==> src/rtl/branch_unit_rv32i.sv <==
// RV32I conditional-branch resolver with a direct-mapped 2-bit BHT predictor,
// a registered one-cycle redirect pulse and saturating performance counters.
module branch_unit_rv32i #(
  parameter int XLEN        = 32,
  parameter int BHT_ENTRIES = 64,
  parameter int CNT_W       = 16
) (
  input  logic             clk,
  input  logic             rst,
  input  logic [XLEN-1:0]  fetch_pc,
  output logic             pred_taken,
  input  logic             ex_valid,
  input  logic             cu_branch,
  input  logic [2:0]       cu_branchtype,
  input  logic [XLEN-1:0]  ex_pc,
  input  logic [XLEN-1:0]  ex_pc_plus4,
  input  logic [XLEN-1:0]  ex_target,
  input  logic             ex_pred_taken,
  input  logic [XLEN-1:0]  in1,
  input  logic [XLEN-1:0]  in2,
  output logic             ex_taken,
  output logic             redirect,
  output logic [XLEN-1:0]  redirect_pc,
  output logic [CNT_W-1:0] branch_count,
  output logic [CNT_W-1:0] mispred_count
);

  localparam int IDX_W = $clog2(BHT_ENTRIES);

  localparam logic [2:0] BT_BEQ  = 3'b000;
  localparam logic [2:0] BT_BGE  = 3'b001;
  localparam logic [2:0] BT_BGEU = 3'b010;
  localparam logic [2:0] BT_BLT  = 3'b011;
  localparam logic [2:0] BT_BLTU = 3'b100;
  localparam logic [2:0] BT_BNE  = 3'b101;

  localparam logic [CNT_W-1:0] CNT_ONE = {{(CNT_W-1){1'b0}}, 1'b1};

  logic [1:0]       bht [BHT_ENTRIES];
  logic [IDX_W-1:0] fetch_idx;
  logic [IDX_W-1:0] ex_idx;
  logic             res;
  logic             legal;
  logic             cond;
  logic             mis;
  logic             unused_pc_bits;

  assign fetch_idx = fetch_pc[IDX_W+1:2];
  assign ex_idx    = ex_pc[IDX_W+1:2];
  assign unused_pc_bits = ^{fetch_pc[1:0], fetch_pc[XLEN-1:IDX_W+2],
                            ex_pc[1:0], ex_pc[XLEN-1:IDX_W+2]};

  // Lookup reads the array before this cycle's update lands (read-before-write).
  assign pred_taken = bht[fetch_idx][1];

  // An EX instruction is resolved only when ex_valid and cu_branch are both
  // high in the same cycle; there is no back-pressure, this block always accepts.
  assign res = ex_valid & cu_branch;

  always_comb begin
    cond  = 1'b0;
    legal = 1'b1;
    case (cu_branchtype)
      BT_BEQ:  cond = (in1 == in2);
      BT_BNE:  cond = (in1 != in2);
      BT_BGE:  cond = ($signed(in1) >= $signed(in2));
      BT_BLT:  cond = ($signed(in1) <  $signed(in2));
      BT_BGEU: cond = (in1 >= in2);
      BT_BLTU: cond = (in1 <  in2);
      default: legal = 1'b0;
    endcase
  end

  assign ex_taken = res & legal & cond;
  assign mis      = res & (ex_taken != ex_pred_taken);

  always_ff @(posedge clk or posedge rst) begin
    if (rst) begin
      for (int i = 0; i < BHT_ENTRIES; i++) bht[i] <= 2'b01;
    end else if (res && legal) begin
      if (ex_taken) begin
        if (bht[ex_idx] != 2'b11) bht[ex_idx] <= bht[ex_idx] + 2'b01;
      end else begin
        if (bht[ex_idx] != 2'b00) bht[ex_idx] <= bht[ex_idx] - 2'b01;
      end
    end
  end

  // redirect_pc keeps its last value between redirects.
  always_ff @(posedge clk or posedge rst) begin
    if (rst) begin
      redirect    <= 1'b0;
      redirect_pc <= '0;
    end else begin
      redirect <= mis;
      if (mis) redirect_pc <= ex_taken ? ex_target : ex_pc_plus4;
    end
  end

  always_ff @(posedge clk or posedge rst) begin
    if (rst) begin
      branch_count  <= '0;
      mispred_count <= '0;
    end else begin
      if (res && (branch_count != '1))  branch_count  <= branch_count + CNT_ONE;
      if (mis && (mispred_count != '1)) mispred_count <= mispred_count + CNT_ONE;
    end
  end

endmodule
==> config.mk <==
export PLATFORM = sky130hd
export DESIGN_NAME = branch_unit_rv32i
export DESIGN_NICKNAME = d
export VERILOG_FILES = /design/src/rtl/branch_unit_rv32i.sv
export SDC_FILE = /design/constraint.sdc
export NUM_CORES = 1
export LEC_CHECK = 0
export CORE_ASPECT_RATIO = 0.75
export CORE_MARGIN = 10
export CORE_UTILIZATION = 51
export DETAILED_ROUTE_END_ITERATION = 12
export PLACE_DENSITY = 0.9
export SLEW_MARGIN = 15
export SYNTH_ARGS = -nofsm -noshare
export SYNTH_HDL_FRONTEND = slang
export SYNTH_SLANG_ARGS = --single-unit
==> constraint.sdc <==
create_clock -name clk -period 6.8 [get_ports clk]
set_clock_uncertainty 0.2 [all_clocks]
set_input_delay 1.02 -clock clk [delete_from_list [all_inputs] [get_ports clk]]
set_output_delay 1.02 -clock clk [all_outputs]
set_load 0.005 [all_outputs]
======== Word level (Yosys, flattened, before mapping) ========
Index checks and enable logic that the tools add are counted.
cells by class
  equality and inequality tests ........... 12
  bitwise gates (word level) .............. 6
  order comparisons ....................... 7
  reduce and logical (&&, ||, !) cells .... 9
  $add $sub $neg .......................... 4
  muxes and demuxes ....................... 16
operator list
  cell                   count
  $mux 128               3
  $bwmux 128             2
  $ge 32x32->1           2
  $lt 32x32->1           2
  $add 16x1->16 const B  2
  $eq 32x32->1           1
  $mux 32                1
  $ne 16x16->1 const B   2
  $ne 32x32->1           1
  $bmux 2 s6             2
  $ge 7x7->1 const B     2
  $not 6->7              2
  $demux 2 s6            1
  $mux 2                 5
  $lt 7x1->1 const B     1
  $eq 3x2->1 const B     2
  $eq 3x3->1 const B     2
  $pmux 1 s6             1
  $reduce_or 6->1        1
  $and 1x1->1            4
  $logic_and 1x1->1      4
  $reduce_bool 2->1      2
  $eq 3x1->1 const B     1
  $logic_not 3->1        1
  other kinds (7)        7
storage, ports and cells
  flip-flop bits (word level) ............. 193
  bits of input ports ..................... 200
  output and inout port bits .............. 67
  logic and storage cells ................. 122

======== Logic depth before layout (Yosys ltp) ========
Gate-level depths: netlist of the first run.
  depth in word-level cells ............... 8
  mapped depth ............................ 19
  gate-level depth less buffers ........... 15

======== Worst setup path after synthesis of the first run ========
No wires, ideal clock.
  path kind ............................... input to register
  from .................................... input ex_pc[3]
  to ...................................... register bht[17] in the netlist's numbering
  setup time .............................. 125 ps
  setup slack ............................. 1951 ps
  buffers on the path ..................... 6
  required time ........................... 6475 ps
  data arrival time ....................... 4524 ps
  cell stages on the path ................. 17
  cell sequence ........................... clkbuf_1 -> or3b_2 -> clkbuf_1 -> o22a_1 -> o221ai_1 -> nor4_1 -> a31oi_1 -> a22oi_1 -> o221ai_1 -> clkbuf_1 -> clkbuf_1 -> ha_1 -> clkbuf_1 -> clkbuf_1 -> nor3_1 -> mux2i_1 -> mux2_2
between the ends
  cells in the longest elaborated chain, start to end .. 8
  elaborated cells between the ends (all ways) .. 21
  those cells by class .................... add/sub (2); order compare (2); eq/ne (2); mux (10); bitwise (1); reduce/logical (4)
RTL lines
  item                                                               line    RTL
  start: declaration                                                 15      input logic [XLEN-1:0] ex_pc,
  $not 6->7 (not written as such) (*)                                82, 84
  $bmux 2 s6 (tied with other cells)                                 82, 84
  $mux 2 (not written as such) or $logic_and 1x1->1 (tied branches)  82, 84
  $mux 2 (not written as such)                                       82, 84
  $sub 2x1->2 (tied with other cells)                                84      if (bht[ex_idx] != 2'b00) bht[ex_idx] <= bht[ex_idx] - 2'b01;
  $bwmux 128 (on tied branches)                                      84, 82
  $mux 128 (on tied branches)                                        84, 82
  $mux 128                                                           81      if (ex_taken) begin
  end: declaration                                                   39      logic [1:0] bht [BHT_ENTRIES];
Mark *: on every way between the ends. The rest lies on a longest branch, timed or not. The select of a mux whose other input is x is not followed.
A chain may end at the register's enable or synchronous reset.

======== Worst setup path in the final report of the first run ========
  from .................................... input ex_pc[3]
  to ...................................... register bht[53] in the netlist's numbering
The elaborated chain is that of the path after synthesis.

==> results.toml, run 1 <==
[clocking]
path_clk_slew_ps = 70
postCtsSetupBuffers = 0
cts.sinks = 193
clock_latency_ps = 450
htree_levels = 4
clockRootBuffer = "clkbuf_16"
cts_inserted_buffers = 17
ctsLongestPathBuffers = 2
ctsResizeCount = 0
cts_tree = "built"
cts_hold_buf = 0

[global_route]
overflow = 0
grt_pass1_vias = 10200
grt_pass1_wl_mm = 57.0
grt_antenna_before_repair = 0
grt_max_degree = 134
grt_use_total_pct = 24.2

[layout]
final_area_um2 = 14800
fillCellCount = 1632
utilization_pct = 66.1
area_growth_pct = 26.2
antennaDiodeCount = 0
final_nets = 1544
drive_above_1_share_pct = 22.7

[place]
post-dp-hpwl_mm = 26.9
dpl_cell_area_um2 = 14100
place_congestion = 0.989
dpl_worst_slack_ps = 843
io_buffers = 214

[detailed_routing]
drtAntennaViolNets = 0
wl_per_cell_um = 22.5
firstDrtPassIters = 6
route.vias.total = 10000
drc = 0
drt_iter0_markers = 1233
viasPerCell = 6.20
routed_wl_mm = 36.4

[logic_synthesis]
yosysWarnings = 0
synth_common_cells = "mux2_2 (138), nand2_1 (130), dfrtp_1 (129), nor2_1 (79), mux2i_1 (78)"
synth_area_leaders = "dfrtp_1 (28%), dfstp_2 (14%), mux2_2 (13%)"
synth_ff_type = "dfrtp_1"
synth-seq-cells = 193
syn_nets = 1360
syn-cell-area_um2 = 11700
synthCells = 1124
seq_area_frac_synth_pct = 41.9
synth_top_cell_area_share_pct = 27.6
synth_most_common_cell = "mux2_2"
synth.avg_cell_area_um2 = 10.4
synth_edf_count = 0
yosys.area.top_type = "dfrtp_1"
synth.distinct_cells = 69
async_reset_ff_share_pct = 100

[floorplanning]
dieArea_um2 = 29500
die_w_um = 195
core_region_area_um2 = 22300
row_count = 47
die_h_um = 151
num_io_pins = 267
start_util_pct = 52.4

[worst_setup_path]
worstSetupPathType = "in2reg"
cp.arrival_ps = 5880
worst_setup_path_start_kind = "primary input"
r2r_setup_slack_ps = 2530
endpoint_kind = "register"
path_max_fanout = 17
cp.required_ps = 6930

[sta]
rsz0062_at_grt = "no"
drv_slew = 0
layout_min_cycle_time_ps = 5740
finalSetupViolCount = 0
tightest_slew_ps = 1060
hold_violations = 0
slew_headroom_pct = 28.8
period_share_pct = 84.5
worst_slack_ps = 1060
tns_ps = 0
fmax_mhz = 174

[power_and_ir_drop]
ir_drop_mv = 0.183
pwr_density_cell_nw_per_um2 = 235
p_leak_nw = 6.26

[run]
max_cap_viol_count = 0

[worst_hold_path]
hold_path_class = "reg2reg"

[status]
status = "finished, final reports clean"
## area by class of cell
class                   instances  area (um2)  share of cell area [%]
flip-flops and latches        193        4910                    33.2
inverters                      40         158                    1.07
well taps                     294         368                    2.49
clock inverters                14         200                    1.36
multi-input cells             819        6360                    43.0
repair buffers                237        2340                    15.8
clock buffers                  18         439                    2.97
## cells by family after synthesis
family          synth area share, %
simple gates                   14.2
mux                            24.2
flops                          41.9
compound gates                 9.32
buf+inv                        4.11
fa+ha+maj                      3.85
xor+xnor                       2.31
## path summary, 6_finish.rpt
| path | from | end | cells past startpoint |
|---|---|---|---|
| setup / recovery | ex_pc[3] | bht[53]$_DFFE_PP0P_ | 15 |
| hold / removal | redirect_pc[6]$_DFFE_PP0P_ | redirect_pc[6]$_DFFE_PP0P_ | 2 |
| setup reg to reg | register | bht[69]$_DFFE_PP0P_ | 12 |
| hold reg to reg | redirect_pc[6]$_DFFE_PP0P_ | redirect_pc[6]$_DFFE_PP0P_ | 2 |
| max in group asynchronous | rst | redirect_pc[27]$_DFFE_PP0P_ | 3 |
| min in group asynchronous | rst | bht[7]$_DFFE_PP0P_ | 2 |
## per-stage QoR
step | instances | power (W) | hold WS (ps)
after detailed placement | 1583 | 0.00240 | 268
after global placement | 1583 | 0.00236 | 260
after CTS | 1615 | 0.00348 | 286
after global routing | 1615 | 0.00363 | 310
after floorplan | 1124 | 0.00190 | 273
final | 1615 | 0.00347 | 278
## cell usage in the layout, fill, tap and decap left out, drive strengths merged, types with 3 or more instances in the layout
cell             n
nor3            49
o31ai            3
o21ai           42
o211ai           3
clkbuf          18
nand2b          10
a22oi           30
clkdlybuf4s50  214
or3              5
nor2            80
a221o            3
a221oi           4
and4             3
clkinvlp         3
inv             45
dfrtp          129
bufinv           3
nand4           18
and3             7
nand3           17
a31oi           10
ha              36
xnor2            7
xor2            23
a21oi           15
nand2          130
mux4            21
mux2i           78
mux2           140
nor2b            5
clkinv           3
and2             6
dfstp           64
o22ai           30
nor3b            3
buf             23
nor4            10
## where the power goes
part	internal (W)	total (W)	switching [W]	leakage (nW)
sequential	0.00134	0.00148	0.000140	2.36
combinational	0.000480	0.000906	0.000426	3.59
clock	0.000604	0.00108	0.000479	0.303
## worst max-delay path: stages
cell and delay [ps]:
clkdlybuf4s50_1 670, nor3_1 870, a22o_1 260, a221oi_1 60
nand4_1 240, o21ai_0 180, o21ai_0 430, o21a_1 210
a221o_1 150, ha_1 400, buf_4 310, or3_1 230
nor2_1 70, mux2i_1 380, mux2_2 380
## layer usage
layer | GRT usage, % | routed length, um | part of all wire (%)
met3 | 10.2 | 4860 | 13
met2 | 38.3 | 16600 | 46
met5 | 0 | 0 | 0
met1 | 30.1 | 14100 | 39
met4 | 6.28 | 787 | 2.2
Power figures use the tool's default switching activity.
==> run 2: changes to the inputs <==
Clock period 6.8 ns to 5.66 ns, I/O delays scaled along.
==> run 2 against run 1 <==
Sequential power grew 20%. Global-route usage shrank 0.084 points. Critical path depth grew 1. Utilization grew 0.43 points. Non-clock buffer count grew 15. Critical path type unchanged. Worst setup slack lost 720 ps. Power grew 18%. Register-to-register slack lost 1100 ps. Highest routed layer unchanged. Die area is the same. Via count grew 0.41%.
==> results.toml, run 2 (synthesis gave the netlist of run 1 again) <==
[layout]
final_cell_mix = "clkdlybuf4s50_1 (214), mux2_2 (138), nand2_1 (130)"
mostFrequentLayoutCell = "clkdlybuf4s50_1"
area_growth_pct = 27.0
final_nets = 1559
antennaDiodeCount = 0
fillCellCount = 1634
drive_above_1_share_pct = 23.6

[worst_setup_path]
endpoint_kind = "register"
cp.arrival_ps = 5450
cp.required_ps = 5790
worstSetupPathType = "in2reg"
path_max_fanout = 15
worst_setup_path_start_kind = "primary input"

[place]
post-dp-hpwl_mm = 26.8
io_buffers = 214
place_congestion = 0.996

[global_route]
grt_pass1_wl_mm = 56.8
grt_antenna_before_repair = 0
grt_pass1_vias = 10300
grt_use_total_pct = 24.2
grt_max_degree = 194
overflow = 0

[detailed_routing]
wl_per_cell_um = 22.2
routed_wl_mm = 36.2
firstDrtPassIters = 6
drt_iter0_markers = 1218
route.vias.total = 10100
drc = 0
drtAntennaViolNets = 0
viasPerCell = 6.17

[floorplanning]
core_region_area_um2 = 22300
dieArea_um2 = 29500
die_h_um = 151
die_w_um = 195
row_count = 47
num_io_pins = 267
start_util_pct = 52.4

[sta]
tns_ps = 0
slew_headroom_pct = 24.6
finalSetupViolCount = 0
period_share_pct = 94.0
drv_slew = 0
rsz0062_at_grt = "no"
layout_min_cycle_time_ps = 5320
tightest_slew_ps = 1130
hold_violations = 0
fmax_mhz = 188

[clocking]
clockRootBuffer = "clkbuf_16"
cts.sinks = 193
clock_latency_ps = 450
cts_hold_buf = 0
cts_inserted_buffers = 17
postCtsSetupBuffers = 0
htree_levels = 4
cts_tree = "built"
ctsResizeCount = 0
path_clk_slew_ps = 80
ctsLongestPathBuffers = 2

[power_and_ir_drop]
power_w = 0.00411
pwr_density_cell_nw_per_um2 = 276
p_leak_nw = 6.32
ir_drop_mv = 0.204

[worst_hold_path]
hold_path_class = "reg2reg"

[status]
status = "finished, final reports clean"

[run]
max_cap_viol_count = 0
-- run 2: cell count changes in the layout (fill, tap and decap cells not counted), sizes merged --
cell / change
bufinv: -3
inv: -1
buf: +15
clkinv: +6
clkinvlp: -2
-- run 2: stage by stage --
stage          worst slack, ps  area (um2)  hold slack [ps]  std cells  utilization, %
3_3_place_gp               302       14300              260       1598            63.8
4_1_cts                    409       14900              291       1630            66.5
5_1_grt                    214       14900              309       1630            66.5
3_5_place_dp               217       14300              270       1598            63.8
2_1_floorplan              982       11700              273       1124               -
6_report                   338       14900              288       1630            66.5
-- run 2: power by group --
| part | switching (W) | total (W) | internal [W] |
|---|---|---|---|
| logic | 0.000514 | 0.00110 | 0.000586 |
| clock network | 0.000603 | 0.00122 | 0.000620 |
| registers | 0.000172 | 0.00178 | 0.00161 |
-- run 2: metal layers --
metal	vias to the layer above	routed length (um)	global-route usage [%]
met1	4906	14200	30.2
met5	-	0	0
met4	0	553	6.09
met3	63	4820	9.21
met2	599	16700	38.8
li1	4483	-	-
-- run 2: final cells by class --
cell class | instances | area (um2) | area share, %
clock buffers | 18 | 450 | 3.03
clock inverters | 14 | 164 | 1.10
inverters | 40 | 154 | 1.04
multi-input cells | 819 | 6360 | 42.8
flip-flops and latches | 193 | 4910 | 33.0
well taps | 294 | 368 | 2.47
repair buffers | 252 | 2460 | 16.6
-- run 2: critical path, cell delays in order --
cell	delay [ps]
clkdlybuf4s50_1	630
buf_4	220
nor2_1	60
and2_1	340
a22oi_1	300
nand4_1	270
o21ai_0	160
o21ai_0	110
o21a_1	270
a221oi_1	240
ha_1	660
buf_4	270
nand2b_1	230
nor2_1	80
mux2i_1	340
mux2_2	390
-- run 2: final timing paths --
kind / slack, ps / endpoint / from / cells past startpoint
setup / recovery: 340 / bht[125]$_DFFE_PP0P_ / ex_pc[3] / 16
hold / removal: 290 / redirect_pc[16]$_DFFE_PP0P_ / redirect_pc[16]$_DFFE_PP0P_ / 2
setup reg to reg: 1430 / bht[125]$_DFFE_PP0P_ / bht[63]$_DFFE_PP0P_ / 13
hold reg to reg: 290 / redirect_pc[16]$_DFFE_PP0P_ / redirect_pc[16]$_DFFE_PP0P_ / 2
max in group asynchronous: 3600 / bht[109]$_DFFE_PP0P_ / rst / 3
min in group asynchronous: 720 / branch_count[15]$_DFFE_PP0P_ / rst / 3
